==> config.mk <==
export PLATFORM = sky130hd
export DESIGN_NAME = micro_sequencer
export DESIGN_NICKNAME = d
export VERILOG_FILES = /design/src/rtl/sap_pkg.sv /design/src/rtl/micro_decode.sv /design/src/rtl/micro_sequencer.sv
export SDC_FILE = /design/constraint.sdc
export NUM_CORES = 1
export LEC_CHECK = 0
export BUFFER_PORTS_ARGS = -buffer_cell sky130_fd_sc_hd__buf_2
export CELL_PAD_IN_SITES_DETAIL_PLACEMENT = 1
export CELL_PAD_IN_SITES_GLOBAL_PLACEMENT = 1
export CORE_MARGIN = 5
export CORE_UTILIZATION = 26
export DETAILED_ROUTE_END_ITERATION = 10
export PLACE_DENSITY_LB_ADDON = 0.1
export SETUP_SLACK_MARGIN = 0.02
export SLEW_MARGIN = 20
export SYNTH_ARGS = -nofsm -noshare
export SYNTH_HDL_FRONTEND = slang
export SYNTH_SLANG_ARGS = --single-unit
==> constraint.sdc <==
create_clock -name clk -period 1.4 [get_ports clk]
set_input_delay 0.14 -clock clk [delete_from_list [all_inputs] [get_ports clk]]
set_output_delay 0.14 -clock clk [all_outputs]
set_load 0.01 [all_outputs]
==> src/rtl/sap_pkg.sv <==
// Shared types and constants for the SAP micro-sequencer: opcodes, T-states,
// control-word bit positions and the control-word struct.
package sap_pkg;

   localparam int unsigned OPCODE_W = 4;
   localparam int unsigned CTRL_W   = 12;
   localparam int unsigned STATE_W  = 3;

   localparam int unsigned CB_HLT       = 11;
   localparam int unsigned CB_PC_INC    = 10;
   localparam int unsigned CB_PC_EN     = 9;
   localparam int unsigned CB_MAR_LOAD  = 8;
   localparam int unsigned CB_MEM_EN    = 7;
   localparam int unsigned CB_IR_LOAD   = 6;
   localparam int unsigned CB_IR_EN     = 5;
   localparam int unsigned CB_A_LOAD    = 4;
   localparam int unsigned CB_A_EN      = 3;
   localparam int unsigned CB_B_LOAD    = 2;
   localparam int unsigned CB_ADDER_SUB = 1;
   localparam int unsigned CB_ADDER_EN  = 0;

   typedef enum logic [OPCODE_W-1:0] {
      OP_NOP = 4'h0,
      OP_LDA = 4'h1,
      OP_ADD = 4'h2,
      OP_SUB = 4'h3,
      OP_JMP = 4'h4,
      OP_JZ  = 4'h5,
      OP_JC  = 4'h6,
      OP_HLT = 4'hF
   } opcode_e;

   typedef enum logic [STATE_W-1:0] {
      T0   = 3'd0,
      T1   = 3'd1,
      T2   = 3'd2,
      T3   = 3'd3,
      T4   = 3'd4,
      T5   = 3'd5,
      HALT = 3'd6
   } tstate_e;

   typedef struct packed {
      logic hlt;
      logic pc_inc;
      logic pc_en;
      logic mar_load;
      logic mem_en;
      logic ir_load;
      logic ir_en;
      logic a_load;
      logic a_en;
      logic b_load;
      logic adder_sub;
      logic adder_en;
   } ctrl_t;

endpackage

==> src/rtl/micro_decode.sv <==
// Combinational micro-op decode: (state, opcode, flags) -> control word,
// branch load and end-of-instruction. Branch opcodes need SAP_BRANCH_EN.
module micro_decode
   import sap_pkg::*;
(
   input  tstate_e             state,
   input  logic [OPCODE_W-1:0] opcode,
   input  logic                flag_z,
   input  logic                flag_c,
   output ctrl_t               ctrl,
   output logic                pc_load,
   output logic                last_step
);

   logic [CTRL_W-1:0] w;
   logic              has_exec;

   // Opcodes that continue past the common fetch.
   always_comb begin
      has_exec = 1'b0;
      case (opcode)
         OP_LDA, OP_ADD, OP_SUB, OP_HLT: has_exec = 1'b1;
`ifdef SAP_BRANCH_EN
         OP_JMP, OP_JZ, OP_JC:           has_exec = 1'b1;
`endif
         default:                        has_exec = 1'b0;
      endcase
   end

   always_comb begin
      w         = '0;
      pc_load   = 1'b0;
      last_step = 1'b0;
      case (state)
         T0: begin
            w[CB_PC_EN]    = 1'b1;
            w[CB_MAR_LOAD] = 1'b1;
         end
         T1: w[CB_PC_INC] = 1'b1;
         T2: begin
            w[CB_MEM_EN]  = 1'b1;
            w[CB_IR_LOAD] = 1'b1;
            last_step     = !has_exec;
         end
         T3: begin
            case (opcode)
               OP_LDA, OP_ADD, OP_SUB: begin
                  w[CB_IR_EN]    = 1'b1;
                  w[CB_MAR_LOAD] = 1'b1;
               end
               OP_HLT: begin
                  w[CB_HLT] = 1'b1;
                  last_step = 1'b1;
               end
`ifdef SAP_BRANCH_EN
               OP_JMP: begin
                  w[CB_IR_EN] = 1'b1;
                  pc_load     = 1'b1;
                  last_step   = 1'b1;
               end
               OP_JZ: begin
                  w[CB_IR_EN] = 1'b1;
                  pc_load     = flag_z;
                  last_step   = 1'b1;
               end
               OP_JC: begin
                  w[CB_IR_EN] = 1'b1;
                  pc_load     = flag_c;
                  last_step   = 1'b1;
               end
`endif
               default: last_step = 1'b1;
            endcase
         end
         T4: begin
            case (opcode)
               OP_LDA: begin
                  w[CB_MEM_EN] = 1'b1;
                  w[CB_A_LOAD] = 1'b1;
                  last_step    = 1'b1;
               end
               OP_ADD, OP_SUB: begin
                  w[CB_MEM_EN] = 1'b1;
                  w[CB_B_LOAD] = 1'b1;
               end
               default: last_step = 1'b1;
            endcase
         end
         T5: begin
            if (opcode == OP_ADD || opcode == OP_SUB) begin
               w[CB_ADDER_EN]  = 1'b1;
               w[CB_A_LOAD]    = 1'b1;
               w[CB_ADDER_SUB] = (opcode == OP_SUB);
            end
            last_step = 1'b1;
         end
         HALT: w[CB_HLT] = 1'b1;
         default: last_step = 1'b1;
      endcase
   end

`ifndef SAP_BRANCH_EN
   // Flags only steer conditional branches.
   logic unused_flags;
   assign unused_flags = flag_z ^ flag_c;
`endif

   assign ctrl = ctrl_t'(w);

endmodule

==> src/rtl/micro_sequencer.sv <==
// Variable-length SAP micro-sequencer: T-state register, ALU flag latches and
// reset gating around micro_decode. Branch opcodes enabled by SAP_BRANCH_EN.
module micro_sequencer
   import sap_pkg::*;
(
   input  logic                clk,
   input  logic                rst,
   input  logic [OPCODE_W-1:0] opcode,
   input  logic                alu_zero,
   input  logic                alu_carry,
   output logic [CTRL_W-1:0]   ctrl,
   output logic                pc_load,
   output logic [STATE_W-1:0]  t_state,
   output logic                flag_z,
   output logic                flag_c
);

   tstate_e state_q, state_d;
   logic    flag_z_q, flag_z_d;
   logic    flag_c_q, flag_c_d;
   ctrl_t   dec_ctrl;
   logic    dec_pc_load;
   logic    last_step;

   micro_decode u_decode (
      .state     (state_q),
      .opcode    (opcode),
      .flag_z    (flag_z_q),
      .flag_c    (flag_c_q),
      .ctrl      (dec_ctrl),
      .pc_load   (dec_pc_load),
      .last_step (last_step)
   );

   // Next step and flag capture at the end of ADD/SUB.
   always_comb begin
      state_d  = state_q;
      flag_z_d = flag_z_q;
      flag_c_d = flag_c_q;
      if (state_q == HALT) begin
         state_d = HALT;
      end else if (state_q == T3 && opcode == OP_HLT) begin
         state_d = HALT;
      end else if (last_step || state_q == T5) begin
         state_d = T0;
      end else begin
         state_d = tstate_e'(STATE_W'(state_q) + STATE_W'(1));
      end
      if (state_q == T5 && (opcode == OP_ADD || opcode == OP_SUB)) begin
         flag_z_d = alu_zero;
         flag_c_d = alu_carry;
      end
   end

   always_ff @(posedge clk or posedge rst) begin
      if (rst) begin
         state_q  <= T0;
         flag_z_q <= 1'b0;
         flag_c_q <= 1'b0;
      end else begin
         state_q  <= state_d;
         flag_z_q <= flag_z_d;
         flag_c_q <= flag_c_d;
      end
   end

   // Reset forces the datapath controls quiet without waiting for a clock.
   assign ctrl    = rst ? '0 : CTRL_W'(dec_ctrl);
   assign pc_load = rst ? 1'b0 : dec_pc_load;
   assign t_state = STATE_W'(state_q);
   assign flag_z  = flag_z_q;
   assign flag_c  = flag_c_q;

endmodule

Yosys cells after proc, flatten, opt, wreduce, memory -nomap -nowiden. Cells that the tools add are included.

Add/sub/neg operators: 1. Equality and inequality tests: 10. Multiplexer cells: 24. Reduce and logical (&&, ||, !) cells: 10.

Operators by type and width (number): 1-bit two-way mux (13); 12-bit two-way mux (1); 3-bit equality test (second input constant) (3); 3-bit two-way mux (3); 4-bit by 2-bit equality test with 1-bit output (second input constant) (2); 1-bit one-hot mux with 2 select lines (4); 3-bit by 2-bit equality test with 1-bit output (second input constant) (2); 3-bit OR reduction (2); 4-bit by 1-bit equality test with 1-bit output (second input constant) (1); 4-bit equality test (second input constant) (1); 2-bit two-way mux (2); 1-bit one-hot mux with 4 select lines (1); 4-bit OR reduction (1); 3-bit by 1-bit adder with 3-bit output (second input constant) (1); 3-bit by 1-bit equality test with 1-bit output (second input constant) (1); 3-bit logical NOT (1); 1-bit logical AND (2); 1-bit logical OR (2); 2-bit OR reduction (1); 1-bit logical NOT (1).

Register bits after elaboration: 5. Output and inout bits: 18.

Longest topological paths before layout. Gate-level depths: netlist of run 1.

Word-level depth: 9. Depth in mapped cells: 7. Gate-level depth less buffers: 6.

Modules after synthesis. From an unflattened synthesis of run 1, not the netlist that was laid out.

Cells, all modules: 75. Area total of the unflattened synthesis: 595.6 um^2.

Modules (own cells, without submodules): micro_sequencer (instances 1, cells an instance 40, area each 365.4 um^2); micro_decode (instances 1, cells an instance 35, area each 230.2 um^2).

Least setup slack after synthesis of run 1. No wires, ideal clock.

Kind: register to output. From: register state_q[0] (netlist: t_state[0]). To: output ctrl[8]. Arrival: 1395 ps. Setup slack: -135 ps. Stages on the path, launching flop included: 6. Path buffers: 0. Path through: dfrtp_1 -> ha_1 -> ha_1 -> inv_1 -> nor3_1 -> or2_2.

Word-level cells in the longest chain between the ends: 3.

Ends and longest elaborated chain: from (decl) (line micro_sequencer.sv:18) `tstate_e state_q, state_d;`; from (signal assigned) (line micro_sequencer.sv:61) `state_q <= state_d;`; 3-bit by 2-bit equality test with 1-bit output / 3-bit logical NOT (equally long branches) (line micro_decode.sv:34) `case (state)`; 1-bit one-hot mux with 2 select lines (*) (line micro_decode.sv:34); 12-bit two-way mux (*) (line micro_sequencer.sv:68) `assign ctrl = rst ? '0 : CTRL_W'(dec_ctrl);`; to (decl) (line micro_sequencer.sv:11) `output logic [CTRL_W-1:0] ctrl,`.

Mark *: on every way between the ends. The rest lies on a longest branch, timed or not.

Worst setup path in the final report of run 1.
From: register state_q[1] (netlist: t_state[1]). To: output ctrl[8].

Same word-level chain as after synthesis.

==> impl_metrics.env, run 1 <==
export IMPL_drv_slew=0
export IMPL_yosys_top_cells_area="dfrtp_1 27%, ha_1 13%, and2_1 5.3%"
export IMPL_synth_edff_count=0
export IMPL_clk_latency_ps=240
export IMPL_first_global_vias=550
export IMPL_cp_end_kind="output pin"
export IMPL_ctsHtreeMaxLevel=1
export IMPL_synth_area_leader_cell="dfrtp_1"
export IMPL_start_util_pct=27.1
export IMPL_root_buffer="clkbuf_4"
export IMPL_fin_area_um2=866
export IMPL_clkTransAtPathRegs_ps=40
export IMPL_cts_buffers_inserted=3
export IMPL_grt_pass1_wl_um=2340
export IMPL_worst_slack_ps=-208
export IMPL_netlist_area_um2=468
export IMPL_hpwlAfterDp_um=1110
export IMPL_first_iter_violations=0
export IMPL_synthDistinctLibCells=27
export IMPL_antenna_found_initial=0
export IMPL_wl_met2_um=792
export IMPL_cp_slowest_cell="dfrtp_2"
export IMPL_place_ws_ps=-106
export IMPL_ff_latch_area_um2=128
export IMPL_top_layer="met4"
export IMPL_max_stage_delay_ps=440
export IMPL_die_w_um=52.4
export IMPL_multi_input_area_um2=425
export IMPL_coreArea_um2=1730
export IMPL_yosys_warnings=0
export IMPL_io_buffers=23
export IMPL_drv_cap=0
export IMPL_nFillCells=205
export IMPL_viasPerCell=4.39
export IMPL_grt_start_max_net_pins=7
export IMPL_r2r_start="t_state[0]"
export IMPL_critPathMaxFanout=3
export IMPL_min_path_type="input port to flip-flop"
export IMPL_via_count=500
export IMPL_r2r_end="flag_z"
export IMPL_postSynthCellCount=53
export IMPL_wl_per_cell_um=12.7
export IMPL_critical_path_cell_chain="ha_4, ha_4, inv_4, nor3_2, or2_4, buf_6"
export IMPL_drive_above_1_share_pct=74.2
export IMPL_gp_congestion=0.679
export IMPL_detail_route_antenna_nets=0
export IMPL_critPathRequiredTime_ps=1260
export IMPL_startpoint="t_state[1]"
export IMPL_holdPathEnd="flag_c"
export IMPL_dpl_cell_area_um2=652
export IMPL_syn_area_per_cell_um2=8.83
export IMPL_synth_most_common_cell="inv_1"
export IMPL_cp_common_cell="ha_4"
export IMPL_setup_viol=10
export IMPL_grt_ovfl_total=0
export IMPL_period_minus_slack_ps=1610
export IMPL_tritoncts="yes"
export IMPL_hold_viol=0
export IMPL_powerDensity_nw_per_um2=1800
export IMPL_skew_ps=0.231
export IMPL_r2r_slack_ps=-20
export IMPL_nets=103
export IMPL_status="complete, but fails checks"
export IMPL_fp_row_count=15
export IMPL_hold_path_depth=2
export IMPL_ir_drop_mv=0.976
export IMPL_post_route_period_util_pct=115
export IMPL_ys_ff_latch=5
export IMPL_fmax_ghz=0.622
export IMPL_crit_arrival_ps=1470
export IMPL_leakage_nw=0.411
export IMPL_ys_top_cells_by_count="6 x inv_1, 5 x dfrtp_1, 5 x ha_1"
export IMPL_cts_sinks=5
export IMPL_power_mw=1.56
export IMPL_critPathLaunchType="flip-flop"
export IMPL_ys_async_sr_fraction_pct=100
export IMPL_ys_seq_area_share_pct=26.7
export IMPL_final_util_pct=50.1
export IMPL_grt_setup_unrepaired="yes"
export IMPL_rr_worst_depth=6
export IMPL_dieArea_um2=2750
export IMPL_ios=26
export IMPL_failed_checks="negative setup slack"
export IMPL_post_route_drc_count=0
export IMPL_routed_wl_um=1450
export IMPL_area_growth_syn_to_layout_pct=85.0
export IMPL_wl_met1_um=537
export IMPL_fin_tns_setup_ps=-1030
export IMPL_clk_path_buf_depth=2
export IMPL_dr_wl_met3_um=115
export IMPL_netlist_area_leader_share_pct=26.7
export IMPL_crit_type="flip-flop to output pin"
export IMPL_yosys_most_used_dff="dfrtp_1"
export IMPL_hold_start="alu_carry"
export IMPL_grt_usage_pct=11.5
export IMPL_diodes=0
export IMPL_die_height_um=52.4
export IMPL_firstDrtPassIters=1
kinds of logic after synthesis:
logic type	after synthesis	share of synthesized area, %
AND/OR/NAND/NOR	20	27.5
multiplexers	3	6.95
AO/OA/AOI/OAI	10	14.2
flip-flops	5	26.7
buffers and inverters	9	10.4
adder cells (fa/ha/maj)	5	13.4
other	1	0.801
metrics by stage:
stage,hold WS (ps),instances
after CTS,128,113
after global placement,199,105
after floorplan,-73.1,54
final,138,114
after detailed placement,197,105
after global routing,136,114
cell usage in the layout, fill, tap and decap left out, types with 3 or more instances in the layout:
cell type and instances:
buf_6 6, inv_1 3, clkbuf_4 3, buf_2 21, ha_4 5, dfrtp_1 3, buf_4 6
worst max path at each step:
stage | endpoint | slack, ps | cells after the start
2_1_floorplan | ctrl[8] | -20 | 5
4_1_cts | ctrl[8] | -210 | 6
6_report | ctrl[8] | -210 | 6
3_3_place_gp | ctrl[11] | -80 | 7
3_5_place_dp | ctrl[8] | -110 | 6
5_1_grt | ctrl[8] | -260 | 6
power by group:
part | switching, mW | total (mW) | internal, mW
logic | 0.525 | 1.11 | 0.582
registers | 0.0757 | 0.291 | 0.216
clock network | 0.0542 | 0.162 | 0.107
total | 0.655 | 1.56 | 0.905
registers in the layout (all words and copies together) (netlist names):
signal   count
flag_c       1
flag_z       1
t_state      3
layer usage:
layer  vias to the layer above  GRT usage [%]
met5                         -              0
li1                        248              -
met3                         2           1.71
met4                         0           6.38
met2                        15           22.3
met1                       235           11.2
timing repair:
item,in CTS,in global routing
buffers inserted,6,1
gates resized for setup,30,9
pin swaps,7,4
endpoints found under the setup margin,16,16
endpoints found under the hold margin,5,0
hold buffers,1,0
worst max-delay path: cells and delay by family (launching register included):
kind,cells,cell delay [ps]
flip-flops,1,440
adder cells (fa/ha/maj),2,340
buffers and inverters,2,170
AND/OR/NAND/NOR,2,270
cell type report:
type                       instances  share of cell area, %
tap                               25                   3.61
timing repair buffer              34                   26.3
inverter                           6                   3.18
sequential                         5                   14.7
multi-input combinational         40                   49.1
clock buffer                       4                   3.03
Note: power is estimated with default switching activity, not from simulation.
==> run 2, diff against run 1 <==
Settings changed: CORE_UTILIZATION 26 to 28, CTS_BUF_LIST set to sky130_fd_sc_hd__clkbuf_8.
==> impl_metrics.env, run 2 (synthesized netlist as in run 1, its figures left out) <==
export IMPL_grt_setup_unrepaired="yes"
export IMPL_post_route_drc_count=0
export IMPL_viasPerCell=4.92
export IMPL_grt_start_max_net_pins=7
export IMPL_p_comb_share_pct=67.6
export IMPL_cts_sinks=5
export IMPL_leakage_nw=0.427
export IMPL_period_minus_slack_ps=1600
export IMPL_routed_wl_um=1670
export IMPL_tritoncts="yes"
export IMPL_die_w_um=50.9
export IMPL_coreArea_um2=1540
export IMPL_nFillCells=179
export IMPL_r2r_start="t_state[0]"
export IMPL_critPathRequiredTime_ps=1260
export IMPL_nets=104
export IMPL_seqPwrFrac_pct=16.7
export IMPL_crit_arrival_ps=1460
export IMPL_status="complete, but fails checks"
export IMPL_netSwitchingFraction_pct=40.7
export IMPL_drv_cap=0
export IMPL_grt_usage_pct=13.9
export IMPL_powerDensity_nw_per_um2=1880
export IMPL_cpLargestDelayFamily="flip-flops"
export IMPL_place_ws_ps=-83.7
export IMPL_pwr_share_clk_pct=15.7
export IMPL_grt_pass1_wl_um=2710
export IMPL_fin_area_um2=890
export IMPL_fp_row_count=14
export IMPL_cp_num_buf_inv=2
export IMPL_diodes=0
export IMPL_setup_viol=10
export IMPL_p_int_mw=0.995
export IMPL_clkTransAtPathRegs_ps=40
export IMPL_final_cells=106
export IMPL_post_place_cells=95
export IMPL_cp_end_kind="output pin"
export IMPL_root_buffer="clkbuf_8"
export IMPL_max_stage_delay_ps=440
export IMPL_start_util_pct=30.4
export IMPL_final_util_pct=57.7
export IMPL_post_route_period_util_pct=115
export IMPL_ios=26
export IMPL_first_global_vias=558
export IMPL_ctsHtreeMaxLevel=1
export IMPL_dpl_cell_area_um2=633
export IMPL_final_cell_mix="20 x buf_2, 8 x buf_4, 6 x buf_6"
export IMPL_die_height_um=50.9
export IMPL_dieArea_um2=2590
export IMPL_critPathLaunchType="flip-flop"
export IMPL_clk_path_buf_depth=2
export IMPL_startpoint="t_state[0]"
export IMPL_detail_route_antenna_nets=0
export IMPL_grt_ovfl_total=0
export IMPL_drv_slew=0
export IMPL_cts_buffers_inserted=3
export IMPL_drive_above_1_share_pct=72.2
export IMPL_critical_path_cell_chain="ha_4, ha_4, inv_4, nor3_2, or2_4, buf_6"
export IMPL_firstDrtPassIters=4
export IMPL_cp_common_cell="ha_4"
export IMPL_p_switching_mw=0.681
export IMPL_hold_start="alu_zero"
export IMPL_cp_slowest_cell="dfrtp_2"
export IMPL_gp_congestion=0.751
export IMPL_skew_ps=0.577
export IMPL_wl_per_cell_um=15.8
export IMPL_critPathMaxFanout=3
export IMPL_clk_latency_ps=220
export IMPL_final_common_cell="buf_2"
export IMPL_worst_slack_ps=-204
export IMPL_min_path_type="input port to flip-flop"
export IMPL_io_buffers=23
export IMPL_largest_reg_flops=3
export IMPL_ir_drop_mv=1.07
export IMPL_crit_type="flip-flop to output pin"
export IMPL_failed_checks="negative setup slack"
export IMPL_hpwlAfterDp_um=1170
export IMPL_fmax_ghz=0.624
export IMPL_antenna_found_initial=0
export IMPL_hold_viol=0
export IMPL_area_growth_syn_to_layout_pct=90.1
export IMPL_first_iter_violations=4
export IMPL_via_count=521
## run 2: changes by cell type in the layout (fill, tap and decap cells not counted), sizes merged
cell | previous run | this run
clkbuf | 4 | 3
inv | 6 | 7
buf | 33 | 34
## run 2: metal layers
layer	wire length, µm	GRT usage [%]	up-vias	part of all wire, %
li1	-	-	249	-
met3	112	4.65	2	6.7
met5	0	0	-	0
met1	641	14.7	250	38
met4	14	5.96	0	0.84
met2	903	24.8	20	54
## run 2: cell type report
cell class	instances	area (µm²)	area share, %
multi-input cells	40	434	48.8
repair buffers	35	238	26.7
flip-flops and latches	5	128	14.3
clock buffers	3	41.3	4.64
inverters	6	25.0	2.81
well taps	16	20.0	2.25
clock inverters	1	3.75	0.422
## run 2: stage by stage
stage	TNS (ps)	hold WS [ps]	power (mW)
3_5_place_dp	-227	197	0.959
4_1_cts	-753	157	1.54
5_1_grt	-1590	157	1.81
2_1_floorplan	-22.3	-73.1	0.690
3_3_place_gp	-112	186	0.944
6_report	-850	160	1.68
## run 2: worst paths after layout
check	endpoint	slack, ps	cells past startpoint
hold reg to reg	flag_c	500	1
max in group asynchronous	t_state[0]	730	4
setup reg to reg	t_state[0]	-30	7
min in group asynchronous	flag_c	550	4
setup / recovery	ctrl[8]	-200	6
hold / removal	flag_z	160	2
## run 2: power groups by stage
stage / clock [mW] / sequential [mW] / combinational, mW
final: 0.263 / 0.280 / 1.13
after global routing: 0.286 / 0.289 / 1.23
after CTS: 0.268 / 0.276 / 1.00
after detailed placement: 0 / 0.250 / 0.709
after global placement: 0 / 0.250 / 0.694
after floorplan: 0 / 0.294 / 0.396
## run 2: timing repair
action,CTS,global route
hold buffers,1,0
resized for setup,28,11
pin swaps,4,3
endpoints found under the hold margin,5,0
setup buffers,5,2
setup endpoints to repair,13,16
## run 2: worst reg2reg max path, stage by stage (launching register included)
cell     delay (ps)
dfrtp_2         440
ha_4            180
ha_4            160
inv_4            60
nor2_4           40
a21oi_2         140
buf_4           150
nor3b_4         170
